`src/rtl/neo_cntout_master.sv`:
```
// Bus initiator for the coin counter/lockout register: a command FIFO feeding a
// SETUP/STROBE/HOLD write FSM. Define NEO_CNTOUT_PULSE_EN to build the coin pulse engine.
module neo_cntout_master #(
  parameter int SETUP_CYC = 2,
  parameter int STB_CYC   = 4,
  parameter int HOLD_CYC  = 1,
  parameter int PULSE_CYC = 16
) (
  input  logic       CLK_24M,
  input  logic       RESET,
  input  logic       REQ_VALID,
  input  logic [2:0] REQ_CMD,
  output logic       REQ_READY,
  input  logic [1:0] COIN_EVT,
  output logic [2:0] M68K_ADDR,
  output logic       M68K_ADDR_7,
  output logic       nCOUNTOUT,
  output logic       BUSY,
  output logic [3:0] SHADOW,
  output logic       PULSE_OVF
);

  localparam int MAX_SS  = (SETUP_CYC > STB_CYC) ? SETUP_CYC : STB_CYC;
  localparam int MAX_CYC = (MAX_SS > HOLD_CYC) ? MAX_SS : HOLD_CYC;
  localparam int CYC_W   = $clog2(MAX_CYC + 1);

  typedef enum logic [1:0] {S_IDLE, S_SETUP, S_STROBE, S_HOLD} state_t;

  state_t           r_state;
  logic [CYC_W-1:0] r_cyc;
  logic [2:0]       r_addr;
  logic             r_data;
  logic             r_ncountout;
  logic [3:0]       r_shadow;
  logic             r_from_pulse;
  logic             r_pidx;

  logic [2:0]       r_fifo [4];
  logic [1:0]       r_wr_ptr;
  logic [1:0]       r_rd_ptr;
  logic [2:0]       r_count;

  logic             w_push;
  logic             w_pop;
  logic             w_start;
  logic             w_from_pulse;
  logic             w_pidx;
  logic             w_write_done;
  logic [2:0]       w_cmd;
  logic [1:0]       w_set_req;
  logic [1:0]       w_clr_req;

  assign REQ_READY    = (r_count < 3'd4);
  assign w_push       = REQ_VALID && REQ_READY;
  assign w_pop        = (r_state == S_IDLE) && (r_count != 3'd0);
  assign w_write_done = (r_state == S_HOLD) && (r_cyc == CYC_W'(HOLD_CYC - 1));

  assign M68K_ADDR   = r_addr;
  assign M68K_ADDR_7 = r_data;
  assign nCOUNTOUT   = r_ncountout;
  assign BUSY        = (r_state != S_IDLE);
  assign SHADOW      = r_shadow;

  // NOTE: storage needs no reset; r_count alone decides which entries are valid.
  always_ff @(posedge CLK_24M) begin
    if (w_push) r_fifo[r_wr_ptr] <= REQ_CMD;
  end

  always_ff @(posedge CLK_24M or posedge RESET) begin
    if (RESET) begin
      r_wr_ptr <= '0;
      r_rd_ptr <= '0;
      r_count  <= '0;
    end else begin
      if (w_push) r_wr_ptr <= r_wr_ptr + 2'd1;
      if (w_pop)  r_rd_ptr <= r_rd_ptr + 2'd1;
      case ({w_push, w_pop})
        2'b10:   r_count <= r_count + 3'd1;
        2'b01:   r_count <= r_count - 3'd1;
        default: ;
      endcase
    end
  end

  // Source priority: FIFO head, then pulse CLEARs, then pulse SETs (counter 1 first).
  always_comb begin
    w_start      = 1'b0;
    w_cmd        = 3'b000;
    w_from_pulse = 1'b0;
    w_pidx       = 1'b0;
    if (r_count != 3'd0) begin
      w_start = 1'b1;
      w_cmd   = r_fifo[r_rd_ptr];
    end else if (w_clr_req[0]) begin
      w_start = 1'b1; w_cmd = 3'b000; w_from_pulse = 1'b1; w_pidx = 1'b0;
    end else if (w_clr_req[1]) begin
      w_start = 1'b1; w_cmd = 3'b001; w_from_pulse = 1'b1; w_pidx = 1'b1;
    end else if (w_set_req[0]) begin
      w_start = 1'b1; w_cmd = 3'b100; w_from_pulse = 1'b1; w_pidx = 1'b0;
    end else if (w_set_req[1]) begin
      w_start = 1'b1; w_cmd = 3'b101; w_from_pulse = 1'b1; w_pidx = 1'b1;
    end
  end

  always_ff @(posedge CLK_24M or posedge RESET) begin
    if (RESET) begin
      r_state      <= S_IDLE;
      r_cyc        <= '0;
      r_addr       <= '0;
      r_data       <= 1'b0;
      r_ncountout  <= 1'b1;
      r_shadow     <= '0;
      r_from_pulse <= 1'b0;
      r_pidx       <= 1'b0;
    end else begin
      case (r_state)
        S_IDLE: begin
          if (w_start) begin
            r_state      <= S_SETUP;
            r_cyc        <= '0;
            r_addr       <= {1'b0, w_cmd[1:0]};
            r_data       <= w_cmd[2];
            r_from_pulse <= w_from_pulse;
            r_pidx       <= w_pidx;
          end
        end
        S_SETUP: begin
          if (r_cyc == CYC_W'(SETUP_CYC - 1)) begin
            r_state     <= S_STROBE;
            r_cyc       <= '0;
            r_ncountout <= 1'b0;
          end else begin
            r_cyc <= r_cyc + CYC_W'(1);
          end
        end
        S_STROBE: begin
          if (r_cyc == CYC_W'(STB_CYC - 1)) begin
            r_state                <= S_HOLD;
            r_cyc                  <= '0;
            r_ncountout            <= 1'b1;
            r_shadow[r_addr[1:0]]  <= r_data;
          end else begin
            r_cyc <= r_cyc + CYC_W'(1);
          end
        end
        S_HOLD: begin
          if (w_write_done) r_state <= S_IDLE;
          else              r_cyc   <= r_cyc + CYC_W'(1);
        end
        default: r_state <= S_IDLE;
      endcase
    end
  end

`ifdef NEO_CNTOUT_PULSE_EN
  localparam int                 TMR_W   = $clog2(PULSE_CYC + 1);
  localparam logic [TMR_W-1:0]   TMR_MAX = TMR_W'(PULSE_CYC - 1);

  typedef enum logic [1:0] {P_IDLE, P_SETW, P_TIMER, P_CLRW} pstate_t;

  pstate_t          r_pstate [2];
  logic [3:0]       r_pend   [2];
  logic [TMR_W-1:0] r_tmr    [2];
  logic             r_ovf;

  logic [1:0]       w_grant;
  logic [1:0]       w_pdone;
  logic [1:0]       w_dec;

  assign PULSE_OVF = r_ovf;

  // The timer saturates at TMR_MAX so a CLEAR waits patiently behind other traffic.
  always_comb begin
    w_set_req = 2'b00;
    w_clr_req = 2'b00;
    w_grant   = 2'b00;
    w_pdone   = 2'b00;
    w_dec     = 2'b00;
    for (int i = 0; i < 2; i++) begin
      w_set_req[i] = (r_pstate[i] == P_IDLE) && (r_pend[i] != 4'd0);
      w_clr_req[i] = (r_pstate[i] == P_TIMER) && (r_tmr[i] == TMR_MAX);
      w_grant[i]   = (r_state == S_IDLE) && w_start && w_from_pulse && (w_pidx == i[0]);
      w_pdone[i]   = w_write_done && r_from_pulse && (r_pidx == i[0]);
      w_dec[i]     = w_pdone[i] && (r_pstate[i] == P_CLRW);
    end
  end

  always_ff @(posedge CLK_24M or posedge RESET) begin
    if (RESET) begin
      for (int i = 0; i < 2; i++) begin
        r_pstate[i] <= P_IDLE;
        r_pend[i]   <= '0;
        r_tmr[i]    <= '0;
      end
      r_ovf <= 1'b0;
    end else begin
      for (int i = 0; i < 2; i++) begin
        case (r_pstate[i])
          P_IDLE:  if (w_grant[i]) r_pstate[i] <= P_SETW;
          P_SETW: begin
            if (w_pdone[i]) begin
              r_pstate[i] <= P_TIMER;
              r_tmr[i]    <= '0;
            end
          end
          P_TIMER: begin
            if (w_grant[i])              r_pstate[i] <= P_CLRW;
            else if (r_tmr[i] != TMR_MAX) r_tmr[i]   <= r_tmr[i] + TMR_W'(1);
          end
          P_CLRW:  if (w_pdone[i]) r_pstate[i] <= P_IDLE;
          default: r_pstate[i] <= P_IDLE;
        endcase

        if (COIN_EVT[i] && !w_dec[i]) begin
          if (r_pend[i] == 4'hF) r_ovf     <= 1'b1;
          else                   r_pend[i] <= r_pend[i] + 4'd1;
        end else if (!COIN_EVT[i] && w_dec[i]) begin
          r_pend[i] <= r_pend[i] - 4'd1;
        end
      end
    end
  end
`else
  logic w_unused;

  assign w_set_req = 2'b00;
  assign w_clr_req = 2'b00;
  assign PULSE_OVF = 1'b0;
  assign w_unused  = ^{COIN_EVT, r_from_pulse, r_pidx, w_write_done} ^ (PULSE_CYC > 0);
`endif

endmodule

```
`config.mk`:
```
export PLATFORM = sky130hd
export DESIGN_NAME = neo_cntout_master
export DESIGN_NICKNAME = d
export VERILOG_FILES = /design/src/rtl/neo_cntout_master.sv
export SDC_FILE = /design/constraint.sdc
export NUM_CORES = 1
export LEC_CHECK = 0
export ABC_AREA = 1
export BUFFER_PORTS_ARGS = -buffer_cell sky130_fd_sc_hd__buf_2
export CORE_MARGIN = 4
export CORE_UTILIZATION = 50
export CTS_CLUSTER_DIAMETER = 40
export DETAILED_ROUTE_END_ITERATION = 16
export HOLD_SLACK_MARGIN = 0.1
export PLACE_DENSITY = 0.79
export SETUP_SLACK_MARGIN = 0.5
export SLEW_MARGIN = 15
export SYNTH_ARGS = -nofsm -noshare
export SYNTH_HDL_FRONTEND = slang
export SYNTH_SLANG_ARGS = --single-unit
```
`constraint.sdc`:
```
create_clock -name CLK_24M -period 2.45 [get_ports CLK_24M]
set_input_delay 0.3675 -clock CLK_24M [delete_from_list [all_inputs] [get_ports CLK_24M]]
set_output_delay 0.3675 -clock CLK_24M [all_outputs]
set_load 0.05 [all_outputs]
```
==> flow_summary_export.csv <==
group,metric,value,unit
power,p_leak,0.9865,nW
die,die_h,67,um
sta,max_freq,541.5,MHz
routing,ant_nets,0,
run_status,outcome,"completed",
placed_design,dp_cells,246,
clock_network,htree_levels,2,
worst_setup_path,worstPathArrival,2.11,ns
final_layout,nets,239,
yosys,synth.area.top_cells,"dfrtp_1, edfxtp_1, ha_1",
power,combPwrFrac,53.4,%
worst_setup_path,startpoint_type,"flip-flop",
routing,routedWlPerCell,10.99,um
routing,first_pass_iters,4,
yosys,syn-mean-instance-area,9.307,um2
sta,finalCriticalPeriod,1.847,ns
worst_setup_path,rr_startpoint,"r_state[1]",
yosys,synth-warning-count,0,
clock_network,cts_sinks,32,
yosys,synth_top_area_share,27.32,%
clock_network,clk_pin_slew,0.10,ns
power,p_int,1.467,mW
routing,drtIter0Drc,67,
yosys,async_flop_share,62.50,%
global_route,grt_max_degree,21,
worst_setup_path,worstPathRequired,2.71,ns
final_layout,drive_above_1_share,25.46,%
sta,setup_viol,0,
sta,finalHoldViolCount,0,
sta,skew,0.004249,ns
clock_network,cts_made_buffers,5,
worst_setup_path,path_cells,"inv_2, ha_4, nand2_4, inv_4, ha_1, inv_1, fa_2, or2_0, nand2_1, xor2_1",
placed_design,dp_hpwl,2.120,mm
power,pwr-share-clk,14.7,%
sta,maxSlewHeadroom,49.43,%
power,ir_drop,0.5433,mV
global_route,antenna_found_initial,0,
clock_network,clk-insertion-delay-late,0.33,ns
worst_setup_path,rr_endpoint,"r_count[2]",
power,netSwitchingPower,1.232,mW
worst_setup_path,slowest_delay,0.40,ns
routing,routed_wl,2.880,mm
die,die_area,4489,um2
worst_setup_path,crit_path_end,"r_count[2]",
clock_network,clock_path_buffers,2,
sta,rsz0062_at_grt,"false",
power,p_sw_share,45.65,%
worst_setup_path,path_max_fanout,5,
global_route,grt_pass1_wl,4.795,mm
yosys,yosys_register_bits,32,
global_route,grt_pass1_vias,1124,
yosys,syn_inst,187,
sta,worst_pin_slew,0.7577,ns
worst_setup_path,cp-end-kind,"flip-flop",
clock_network,cts_tree,"done",
routing,wl_met2,1.374,mm
routing,m1WireLength,1.303,mm
yosys,synth_edf_count,12,
job,drv_cap,0,
yosys,ys.flop_type,"dfrtp_1",
die,io_pins,20,
clock_network,cts-root-buf,"clkbuf_4",
power,p_per_area,1342,nW/um2
routing,viasPerCell,4.668,
global_route,gr-total-overflow,0,
routing,drc,0,
final_layout,instances_no_fill,262,
yosys,ys_types,27,
global_route,track_usage,14.76,%
final_layout,num-fill-cells,290,
routing,via_count,1223,
die,core,3337,um2
worst_hold_path,min_path_type,"input pin to async pin",
clock_network,cts_hold_buf,0,
worst_setup_path,crit_path_start,"r_state[1]",
sta,setup-tns-final,0,ns
die,die_x,67,um
die,start_util,52.16,%
die,core.rowCount,21,
worst_setup_path,slowest_stage,"dfrtp_1",
final_layout,area_growth,15.60,%
worst_setup_path,ff2ff_path_depth,10,
sta,drv_slew,0,
power,seqPwrFrac,32.0,%
placed_design,io_buffer_count,15,
yosys,yosysTopAreaCell,"dfrtp_1",
yosys,ys_seq_area_share,49.53,%
worst_setup_path,critPathKind,"flip-flop to flip-flop",
routing,dr_wl_met3,159,um
sta,fin_crit_sh,75.38,%
final_layout,insertedDiodeCount,0,
final_layout,final_cell_mix,"nand2_1, inv_1, dfrtp_1, nor2_1, buf_2",
routing,routed.top_layer,"met4",
yosys,syn-cell-area,1740,um2
placed_design,place_congestion,0.8961,
final_layout,final_common_cell,"nand2_1",
worst_setup_path,reg2reg_slack,0.60,ns
[synth_stat cells (2+ instances only)]
master / instances
o21bai_1: 2
xor2_1: 3
nor2_1: 18
a21oi_1: 3
nor2_2: 3
o21ai_0: 8
nand3_2: 2
inv_1: 23
o21ai_1: 3
nand2_4: 4
inv_2: 3
ha_1: 15
edfxtp_1: 12
nand2_2: 5
nand2_1: 40
nand3_1: 12
dfrtp_1: 19
buf_4: 3
[cell type report]
type                       instances  area [um2]  share of cell area (%)
clock inverter                     3       42.54                   2.114
timing repair buffer              23       135.1                   6.716
inverter                          27       103.9                   5.162
clock buffer                       5       37.54                   1.866
multi-input combinational        126       773.2                   38.43
tap                               46       57.56                   2.861
sequential                        32       862.1                   42.85
[registers in the layout (all words and copies together), names as in the netlist]
| name | count |
|---|---|
| SHADOW | 4 |
| r_fifo | 12 |
| r_cyc | 3 |
| r_state | 2 |
| nCOUNTOUT | 1 |
| r_rd_ptr | 2 |
| r_wr_ptr | 2 |
| M68K_ADDR_7 | 1 |
| M68K_ADDR | 2 |
| r_count | 3 |
[worst min path at each step]
stage	end	slack [ns]
after floorplan	M68K_ADDR[0]	0.33
final	r_count[2]	0.15
after detailed placement	nCOUNTOUT	0.45
after CTS	r_count[2]	0.18
after global routing	r_count[2]	0.23
after global placement	nCOUNTOUT	0.45
[power groups by stage]
stage                     registers, mW  clock network, mW  logic [mW]
final                             0.863              0.396        1.44
after global routing              0.889              0.426        1.63
after CTS                         0.861              0.405        1.38
after detailed placement          0.876                  0        1.30
after global placement            0.869                  0        1.26
after floorplan                   0.994                  0       0.933
[per-layer routing]
metal	vias to the layer above	GRT usage, %
met2	28	24.66
met5	-	0
met3	5	5.228
met4	0	5.316
li1	637	-
met1	553	17.29
[repair_timing]
action	4_1_cts	5_1_grt
pin swaps	0	2
cloned	0	0
resized for setup	4	2
endpoints found under the hold margin	0	0
buffers inserted	3	5
setup endpoints to repair	1	1
[kinds of logic (layout without fill, tap and decap cells)]
group,count (synthesis),after routing,share of synthesized area [%]
xor gates and xnor gates,4,4,2.013
AOI/OAI and AO/OA,17,17,5.319
and+or+nand+nor,87,87,23.87
DFF,32,32,49.53
buffers and inverters,30,58,7.117
adders and majority gates,16,16,11.93
other,1,2,0.2155
[worst max-delay path, delay by kind of cell, from the launching register on]
family                   cells  cell delay [ns]
buffers and inverters        3             0.24
flip-flops                   1             0.40
XOR/XNOR                     1             0.14
AND/OR/NAND/NOR              3             0.37
adder cells (fa/ha/maj)      3             0.64
[metrics by stage]
step | instance area, um2 | setup slack [ns] | util, % | total power, mW | hold slack, ns
2_1_floorplan | 1744 | 0.5092 | - | 1.926 | 0.3306
3_3_place_gp | 1854 | 0.4100 | 55.57 | 2.130 | 0.4467
3_5_place_dp | 1854 | 0.3709 | 55.57 | 2.173 | 0.4503
4_1_cts | 1969 | 0.5052 | 59.02 | 2.644 | 0.1775
5_1_grt | 2012 | 0.4868 | 60.29 | 2.946 | 0.2277
6_report | 2012 | 0.6031 | 60.29 | 2.699 | 0.1522
Power figures use the tool's default switching activity.
